**config.mk**
```make
export PLATFORM = sky130hd
export DESIGN_NAME = logic_l4_sched
export DESIGN_NICKNAME = d
export VERILOG_FILES = /design/src/rtl/logic_l4_sched_pkg.sv /design/src/rtl/logic_l4_sched_rr_arbiter.sv /design/src/rtl/logic_l4_sched.sv
export SDC_FILE = /design/constraint.sdc
export NUM_CORES = 1
export LEC_CHECK = 0
export BUFFER_PORTS_ARGS = -buffer_cell sky130_fd_sc_hd__buf_2
export CAP_MARGIN = 10
export CORE_AREA = 2 2 65 67
export DETAILED_ROUTE_END_ITERATION = 7
export DIE_AREA = 0 0 67 69
export PLACE_DENSITY = 0.78
export SLEW_MARGIN = 5
export SYNTH_ARGS = -nofsm -noshare
export SYNTH_HDL_FRONTEND = slang
export SYNTH_SLANG_ARGS = --single-unit
```
**constraint.sdc**
```tcl
create_clock -name ib_clk -period 2.3 [get_ports ib_clk]
set_input_delay 0.46 -clock ib_clk [delete_from_list [all_inputs] [get_ports ib_clk]]
set_output_delay 0.46 -clock ib_clk [all_outputs]
set_load 0.005 [all_outputs]
```
**src/rtl/logic_l4_sched_pkg.sv**
```systemverilog
// Shared types and helpers for the logic_l4 round-robin scheduler.
package logic_l4_sched_pkg;

  typedef enum logic [2:0] {
    ST_IDLE,
    ST_CLEAR,
    ST_ACCUM,
    ST_WAIT,
    ST_RESULT
  } t_sched_state;

  // Returns the first set bit of valid searching upward from ptr+1 with
  // wrap at n. Returns 0 when nothing is valid; callers qualify with |valid.
  function automatic int f_rr_pick(input logic [31:0] valid, input int ptr, input int n = 32);
    int pick;
    logic hit;
    logic [4:0] idx;
    pick = 0;
    hit  = 1'b0;
    for (int k = 1; k <= 32; k++) begin
      if (k <= n) begin
        idx = 5'((ptr + k) % n);
        if (!hit && valid[idx]) begin
          pick = int'(idx);
          hit  = 1'b1;
        end
      end
    end
    return pick;
  endfunction

endpackage

```
**src/rtl/logic_l4_sched_rr_arbiter.sv**
```systemverilog
// Combinational round-robin pick: one-hot grant and id from valids and pointer.
module rr_arbiter #(
  parameter int PAR_REQ = 4,
  parameter int ID_W    = $clog2(PAR_REQ)
) (
  input  logic [PAR_REQ-1:0] valid,
  input  logic [ID_W-1:0]    ptr,
  output logic [PAR_REQ-1:0] grant,
  output logic [ID_W-1:0]    id,
  output logic               any
);
  import logic_l4_sched_pkg::*;

  logic [31:0] valid_ext;

  assign valid_ext = 32'(valid);
  assign any       = |valid;
  assign id        = ID_W'(f_rr_pick(valid_ext, int'(ptr), PAR_REQ));

  // One-hot decode of the picked id, gated so no grant shows when idle.
  for (genvar gi = 0; gi < PAR_REQ; gi++) begin : g_onehot
    assign grant[gi] = any && (id == ID_W'(gi));
  end

endmodule

```
**src/rtl/logic_l4_sched.sv**
```systemverilog
// Round-robin scheduler sharing one logic_l4 accumulate datapath between requesters.
module logic_l4_sched #(
  parameter int PAR_DATA_BITS = 8,
  parameter int PAR_REQ       = 4,
  parameter int PAR_DP_LAT    = 2,
  parameter int PAR_MAX_BEATS = 16
) (
  input  logic                               ib_clk,
  input  logic                               ib_rst_n,
  input  logic [PAR_REQ-1:0]                 iv_req_valid,
  input  logic [PAR_REQ*PAR_DATA_BITS-1:0]   ivG_req_data,
  input  logic [PAR_REQ-1:0]                 iv_req_last,
  output logic [PAR_REQ-1:0]                 ov_req_ready,
  output logic                               ob_dp_clr,
  output logic [PAR_DATA_BITS-1:0]           ovG_dp_data,
  input  logic [PAR_DATA_BITS-1:0]           ivG_dp_data,
  output logic                               ob_res_valid,
  input  logic                               ib_res_ready,
  output logic [PAR_DATA_BITS-1:0]           ovG_res_data,
  output logic [$clog2(PAR_REQ)-1:0]         ov_res_id,
  output logic                               ob_res_trunc
);
  import logic_l4_sched_pkg::*;

  localparam int ID_W   = $clog2(PAR_REQ);
  localparam int BEAT_W = $clog2(PAR_MAX_BEATS + 1);
  localparam int LAT_W  = $clog2(PAR_DP_LAT + 1);

  t_sched_state              state_reg, state_next;
  logic [ID_W-1:0]           rr_ptr_reg, grant_id_reg;
  logic [PAR_REQ-1:0]        grant_oh_reg, ready_reg;
  logic [BEAT_W-1:0]         beat_reg, beat_inc;
  logic [LAT_W-1:0]          wait_reg;
  logic                      trunc_reg, clr_reg, res_valid_reg;
  logic [PAR_DATA_BITS-1:0]  res_data_reg, grant_slice;

  logic [PAR_REQ-1:0]        arb_grant;
  logic [ID_W-1:0]           arb_id;
  logic                      arb_any;
  logic                      xfer, xfer_last, beat_full, wait_done;

  rr_arbiter #(.PAR_REQ(PAR_REQ), .ID_W(ID_W)) u_arb (
    .valid (iv_req_valid),
    .ptr   (rr_ptr_reg),
    .grant (arb_grant),
    .id    (arb_id),
    .any   (arb_any)
  );

  assign grant_slice = ivG_req_data[grant_id_reg*PAR_DATA_BITS +: PAR_DATA_BITS];
  assign xfer        = (state_reg == ST_ACCUM) && |(iv_req_valid & grant_oh_reg);
  assign xfer_last   = |(iv_req_last & grant_oh_reg);
  assign beat_inc    = beat_reg + BEAT_W'(1);
  assign beat_full   = (beat_inc == BEAT_W'(PAR_MAX_BEATS));
  assign wait_done   = (wait_reg == LAT_W'(PAR_DP_LAT - 1));

  // The datapath sums every cycle, so anything but a real transfer feeds zero.
  assign ovG_dp_data  = xfer ? grant_slice : '0;
  assign ov_req_ready = ready_reg;
  assign ob_dp_clr    = clr_reg;
  assign ob_res_valid = res_valid_reg;
  assign ovG_res_data = res_data_reg;
  assign ov_res_id    = grant_id_reg;
  assign ob_res_trunc = trunc_reg;

  // Next-state decode.
  always_comb begin
    state_next = state_reg;
    case (state_reg)
      ST_IDLE:   if (arb_any) state_next = ST_CLEAR;
      ST_CLEAR:  state_next = ST_ACCUM;
      ST_ACCUM:  if (xfer && (xfer_last || beat_full)) state_next = ST_WAIT;
      ST_WAIT:   if (wait_done) state_next = ST_RESULT;
      ST_RESULT: if (ib_res_ready) state_next = ST_IDLE;
      default:   state_next = ST_IDLE;
    endcase
  end

  // FSM state register.
  always_ff @(posedge ib_clk or negedge ib_rst_n) begin
    if (!ib_rst_n) state_reg <= ST_IDLE;
    else           state_reg <= state_next;
  end

  // Grant, counters, result capture and registered handshake outputs.
  always_ff @(posedge ib_clk or negedge ib_rst_n) begin
    if (!ib_rst_n) begin
      rr_ptr_reg    <= ID_W'(PAR_REQ - 1);
      grant_id_reg  <= '0;
      grant_oh_reg  <= '0;
      ready_reg     <= '0;
      beat_reg      <= '0;
      wait_reg      <= '0;
      trunc_reg     <= 1'b0;
      clr_reg       <= 1'b0;
      res_valid_reg <= 1'b0;
      res_data_reg  <= '0;
    end else begin
      // Decoding the next state keeps these aligned with the state they mark.
      ready_reg     <= (state_next == ST_ACCUM) ? grant_oh_reg : '0;
      clr_reg       <= (state_next == ST_CLEAR);
      res_valid_reg <= (state_next == ST_RESULT);
      case (state_reg)
        ST_IDLE: begin
          if (arb_any) begin
            grant_id_reg <= arb_id;
            grant_oh_reg <= arb_grant;
          end
        end
        ST_CLEAR: begin
          beat_reg  <= '0;
          wait_reg  <= '0;
          trunc_reg <= 1'b0;
        end
        ST_ACCUM: begin
          if (xfer) begin
            beat_reg <= beat_inc;
            if (!xfer_last && beat_full) trunc_reg <= 1'b1;
          end
        end
        ST_WAIT: begin
          wait_reg <= wait_reg + LAT_W'(1);
          if (wait_done) res_data_reg <= ivG_dp_data;
        end
        ST_RESULT: begin
          if (ib_res_ready) rr_ptr_reg <= grant_id_reg;
        end
        default: ;
      endcase
    end
  end

endmodule
```
==> results_dict.tcl, run 1 <==
set metrics [dict create \
    status "completed" \
    fmax_mhz 469 \
    drv_cap 0 \
    finalCritPeriodShare_pct 92.7 \
    die_y_um 69 \
    start_util_pct 46.0 \
    final.setup.tns_ns 0 \
    wl_per_cell_um 14.2 \
    drt-total-wl_um 4180 \
    largest_reg_flops 8 \
    p_per_area_nw_per_um2 1200 \
    synth_common_cells "dfrtp_1, nand2_1, mux2_2, o21ai_0" \
    drive_gt1_share_pct 47.5 \
    period_needed_ns 2.13 \
    synth_ff_type "dfrtp_1" \
    holdBufCountCts 0 \
    cts.path.max_buffers 2 \
    n_antenna_cell 0 \
    hpwlAfterDp_um 3220 \
    slew_headroom_pct 52.1 \
    antenna_found_initial 0 \
    synthTopCellsByArea "dfrtp_1, mux4_2, mux2_2" \
    setup_viol 0 \
    max-vdd-ir-drop_mv 0.585 \
    cts_resized 1 \
    syn_nets 216 \
    tightestPinTransition_ns 0.718 \
    crit_arrival_ns 1.67 \
    yosysWarnings 0 \
    drt_iter0_markers 53 \
    nets 296 \
    crit_path_start_kind "flip-flop" \
    dr.pass1.iters 4 \
    seq_area_frac_synth_pct 46.0 \
    clk_pin_slew_ns 0.07 \
    area_growth_pct 31.3 \
    rsz0062_at_grt "false" \
    vias 1563 \
    synth_top_area_share_pct 43.1 \
    ios 76 \
    fin_skew_ns 0.00698 \
    syn_avg_cell_area_sq_um 11.0 \
    cp.required_ns 1.84 \
    grt_pass1_wl_um 7430 \
    post_cts_buffers 0 \
    row_count 23 \
    finalMaxSlewViolations 0 \
    end_kind "output port" \
    grt_pass1_vias 1649 \
    stdcell_count 294 \
    syn_inst 163 \
    cts_tree "done" \
    postLayoutCoreUtil_pct 60.4 \
    reg2reg_depth 5 \
    grt_max_degree 34 \
    coreArea_sq_um 3910 \
    placed_area_sq_um 2230 \
    die_w_um 67 \
    netlist_area_sq_um 1800 \
    dieArea_sq_um 4620 \
    gp_congestion 0.809 \
    total_power_mw 2.84 \
    worstPathMaxFanout 12 \
    globalRouteTotalUtil_pct 21.1 \
    synth-edff-count 0 \
    post-place-ws_ns 0.312 \
    yosysUniqueCellTypes 44 \
    dr.max_layer_used "met4" \
    antenna_left 0 \
    hp-class "primary input to async pin" \
    holdWs_ns 0.221 \
    yosysTopAreaCell "dfrtp_1" \
    cts_max_level 2 \
    setup_slack_ns 0.168 \
    synthArstFlopShare_pct 100 \
    port-buffer-count 75 \
    clock_latency_ns 0.29 \
    cts_root_buf "clkbuf_8" \
    ys_ff_latch 33 \
    hold_violations 0 \
    dp_cells 286 \
    drc 0 \
    wl_met1_um 1760 \
    critical_path_class "flip-flop to output port" \
    vias_per_cell 5.32 \
    route.met2.wl_um 2120 \
    synth.most_common_cell "dfrtp_1" \
    overflow 0 \
    fin_area_sq_um 2360 \
    cts_sinks 33 \
    met3RoutedLength_um 191 \
    leakage_nw 1.17 \
    numCtsBuffers 5 \
]
==> power by group <==
part | internal, mW | switching, mW
logic | 0.648 | 0.534
registers | 0.812 | 0.199
clock network | 0.430 | 0.219
total | 1.89 | 0.952
==> logic make-up (layout without fill, tap and decap cells) <==
group | after synthesis | in the layout | share of synthesized area (%)
and+or+nand+nor | 60 | 60 | 18.2
AOI/OAI and AO/OA | 37 | 37 | 13.6
DFF | 33 | 33 | 46.0
muxes | 18 | 18 | 16.3
buffers and inverters | 12 | 93 | 3.96
adders and majority gates | 2 | 2 | 1.39
xor gates and xnor gates | 1 | 1 | 0.487
==> path summary, 6_finish.rpt <==
| kind | from | endpoint | slack, ns |
|---|---|---|---|
| max in group asynchronous | ib_rst_n | ov_res_id[0] | 1.57 |
| min | ib_rst_n | beat_reg[0] | 0.22 |
| max reg2reg | grant_oh_reg[2] | beat_reg[4] | 0.63 |
| min in group ib_clk | ib_res_ready | ob_res_valid | 0.37 |
| min reg2reg | wait_reg[1] | wait_reg[1] | 0.49 |
| max | grant_oh_reg[2] | ovG_dp_data[6] | 0.17 |
==> routing by layer <==
| layer | vias up | GRT usage, % |
|---|---|---|
| li1 | 758 | - |
| met1 | 751 | 26.3 |
| met2 | 42 | 32.6 |
| met3 | 12 | 6.69 |
| met4 | 0 | 10.2 |
| met5 | - | 0 |
==> worst max-delay path, stage by stage (launching register included) <==
cell and delay [ns]:
dfrtp_1 0.45, a22oi_1 0.36, a21boi_1 0.11, buf_4 0.19, and2_1 0.15, buf_2 0.12
==> final cells by class <==
| cell class | instances | area [sq um] |
|---|---|---|
| Clock buffer | 5 | 68.8 |
| Clock inverter | 3 | 65.1 |
| Fill cell | 340 | 1550 |
| Inverter | 4 | 16.3 |
| Multi-Input combinational cell | 118 | 900 |
| Sequential cell | 33 | 830 |
| Tap cell | 50 | 62.6 |
| Timing Repair Buffer | 81 | 420 |
==> cells in the final DEF, fill, tap and decap left out, drive strengths merged, types with 6 or more instances in the layout <==
cell / Yosys / routed
buf: 6 / 81
dfrtp: 31 / 31
nand2: 17 / 17
o21ai: 12 / 12
mux2: 10 / 10
mux4: 8 / 8
and2: 8 / 8
nor2: 6 / 6
a21oi: 6 / 6
nand2b: 6 / 6
No activity file was read; power rests on OpenSTA's default activity.
==> inputs of run 2 (changes only) <==
--- a/config.mk
+++ b/config.mk
@@ -7,11 +7,12 @@
 export LEC_CHECK = 0
 export BUFFER_PORTS_ARGS = -buffer_cell sky130_fd_sc_hd__buf_2
 export CAP_MARGIN = 10
-export CORE_AREA = 2 2 65 67
+export CORE_AREA = 2 2 69 71
 export DETAILED_ROUTE_END_ITERATION = 7
-export DIE_AREA = 0 0 67 69
-export PLACE_DENSITY = 0.78
+export DIE_AREA = 0 0 71 73
+export PLACE_DENSITY = 0.74
 export SLEW_MARGIN = 5
 export SYNTH_ARGS = -nofsm -noshare
 export SYNTH_HDL_FRONTEND = slang
+export SYNTH_HIERARCHICAL = 1
 export SYNTH_SLANG_ARGS = --single-unit
==> results_dict.tcl, run 2 <==
set metrics [dict create \
    crit_path_start_kind "flip-flop" \
    fmax_mhz 473 \
    crit_arrival_ns 1.66 \
    yosysUniqueCellTypes 46 \
    nets 295 \
    syn_nets 220 \
    yosysTopAreaCell "dfrtp_1" \
    drt-total-wl_um 4270 \
    row_count 25 \
    max-vdd-ir-drop_mv 0.552 \
    cts_tree "done" \
    synth_ff_type "dfrtp_1" \
    vias_per_cell 5.19 \
    layout_common_cells "buf_2, dfrtp_1, nor2b_1" \
    synth-edff-count 0 \
    period_needed_ns 2.12 \
    numCtsBuffers 5 \
    power_frac_seq_pct 39.8 \
    pwr-share-clk_pct 15.4 \
    syn_inst 167 \
    clk_pin_slew_ns 0.07 \
    leakage_nw 1.18 \
    hold_violations 0 \
    synthArstFlopShare_pct 100 \
    largest_reg_flops 8 \
    vias 1541 \
    cts_sinks 33 \
    ys_ff_latch 33 \
    post_cts_buffers 0 \
    p_switching_mw 0.998 \
    area_growth_pct 25.2 \
    status "completed" \
    overflow 0 \
    dieArea_sq_um 5180 \
    synthTopCellsByArea "dfrtp_1, mux4_2, mux2_4" \
    wl_per_cell_um 14.4 \
    antenna_found_initial 0 \
    grt_pass1_wl_um 6820 \
    worstPathMaxFanout 11 \
    post-place-ws_ns 0.296 \
    internal_power_mw 1.74 \
    synth_common_cells "dfrtp_1, nor2b_1, nand2_1" \
    final.setup.tns_ns 0 \
    ios 76 \
    setup_viol 0 \
    swShare_pct 36.4 \
    drt_iter0_markers 95 \
    drc 0 \
    rsz0062_at_grt "false" \
    end_kind "output port" \
    slew_headroom_pct 52.2 \
    syn_avg_cell_area_sq_um 11.5 \
    grt_pass1_vias 1448 \
    critical_path_class "flip-flop to output port" \
    grt_max_degree 34 \
    synth_top_area_share_pct 40.5 \
    synth.most_common_cell "dfrtp_1" \
    finalMaxSlewViolations 0 \
    setup_slack_ns 0.184 \
    total_power_mw 2.74 \
    final_common_cell "buf_2" \
    netlist_area_sq_um 1910 \
    dr.pass1.iters 4 \
    cts_max_level 2 \
    pwr-share-comb_pct 44.8 \
    drv_cap 0 \
    start_util_pct 42.2 \
    port-buffer-count 75 \
    yosysWarnings 6 \
    die_w_um 71 \
    drive_gt1_share_pct 48.1 \
    n_antenna_cell 0 \
    seq_area_frac_synth_pct 43.3 \
    hp-class "primary input to async pin" \
    coreArea_sq_um 4540 \
    die_y_um 73 \
    holdBufCountCts 0 \
    cts.path.max_buffers 2 \
    cts_root_buf "clkbuf_8" \
    p_per_area_nw_per_um2 1140 \
    tightestPinTransition_ns 0.717 \
    clock_latency_ns 0.28 \
    cp.required_ns 1.84 \
    antenna_left 0 \
    gp_congestion 0.885 \
    finalCritPeriodShare_pct 92.0 \
    fin_skew_ns 0.00581 \
    globalRouteTotalUtil_pct 17.0 \
    hpwlAfterDp_um 3260 \
]
-- run 2: cell types whose count changed after synthesis, sizes merged, moves of 3 or more --
cell / change
a21boi: -3
a22oi: +3
mux2: +6
nor2: +4
a22o: -3
nor2b: +10
nand2: -7
and2: -7
nand3b: +5
-- run 2: final timing paths --
kind                            cells past startpoint  slack, ns         start         endpoint
worst max-delay path                                3       0.18  ov_res_id[0]   ovG_dp_data[5]
worst min-delay path                                1       0.23      ib_rst_n  ovG_res_data[5]
worst max register to register                      4       0.65   wait_reg[0]  ovG_res_data[2]
worst min register to register                      2       0.49   wait_reg[1]      wait_reg[1]
max in group asynchronous                           1       1.57      ib_rst_n     ov_res_id[0]
min in group ib_clk                                 2       0.39  ib_res_ready     ob_res_valid
-- run 2: repair_timing --
action,4_1_cts,5_1_grt
endpoints found under the hold margin,0,0
gates resized for setup,1,0
endpoints found under the setup margin,2,0
-- run 2: area by class of cell --
cell class,instances,area [sq um]
Fill cell,403,2140
Multi-Input combinational cell,122,1020
Sequential cell,33,830
Timing Repair Buffer,75,375
Clock buffer,5,68.8
Tap cell,54,67.6
Inverter,5,18.8
Clock inverter,3,17.5
-- run 2: power groups by stage --
| stage | registers, mW | clock network (mW) | logic (mW) |
|---|---|---|---|
| finish | 1.09 | 0.422 | 1.23 |
| global route | 1.14 | 0.462 | 1.36 |
| CTS | 1.09 | 0.429 | 1.24 |
| detailed placement | 1.10 | 0 | 1.23 |
| global placement | 1.09 | 0 | 1.20 |
| floorplan | 0.976 | 0 | 0.997 |
-- run 2: kinds of logic after synthesis --
kind of cell    synth area share [%]
compound gates                  13.1
xor+xnor                       0.916
fa+ha+maj                       1.31
buf+inv                         3.53
flops                           43.3
mux                             20.4
simple gates                    17.4
-- run 2: per-layer routing --
layer	share of wire, %	global-route usage (%)	vias up
met5	0	0	-
met1	45	23.6	740
met2	50	26.9	29
met3	2.8	3.31	9
li1	-	-	763
met4	1.5	5.45	0
-- run 2: worst max-delay path, stage by stage, from the launching register on --
cell,delay (ns)
dfrtp_2,0.55
mux4_2,0.56
nor2b_1,0.14
buf_2,0.12
-- run 2: per-stage QoR --
stage	util [%]	area [sq um]	cells	hold WS, ns
2_1_floorplan	-	1910	167	0.164
3_3_place_gp	50.9	2310	289	0.462
3_5_place_dp	50.9	2310	289	0.477
4_1_cts	52.8	2390	297	0.254
5_1_grt	52.8	2390	297	0.279
6_report	52.8	2390	297	0.226
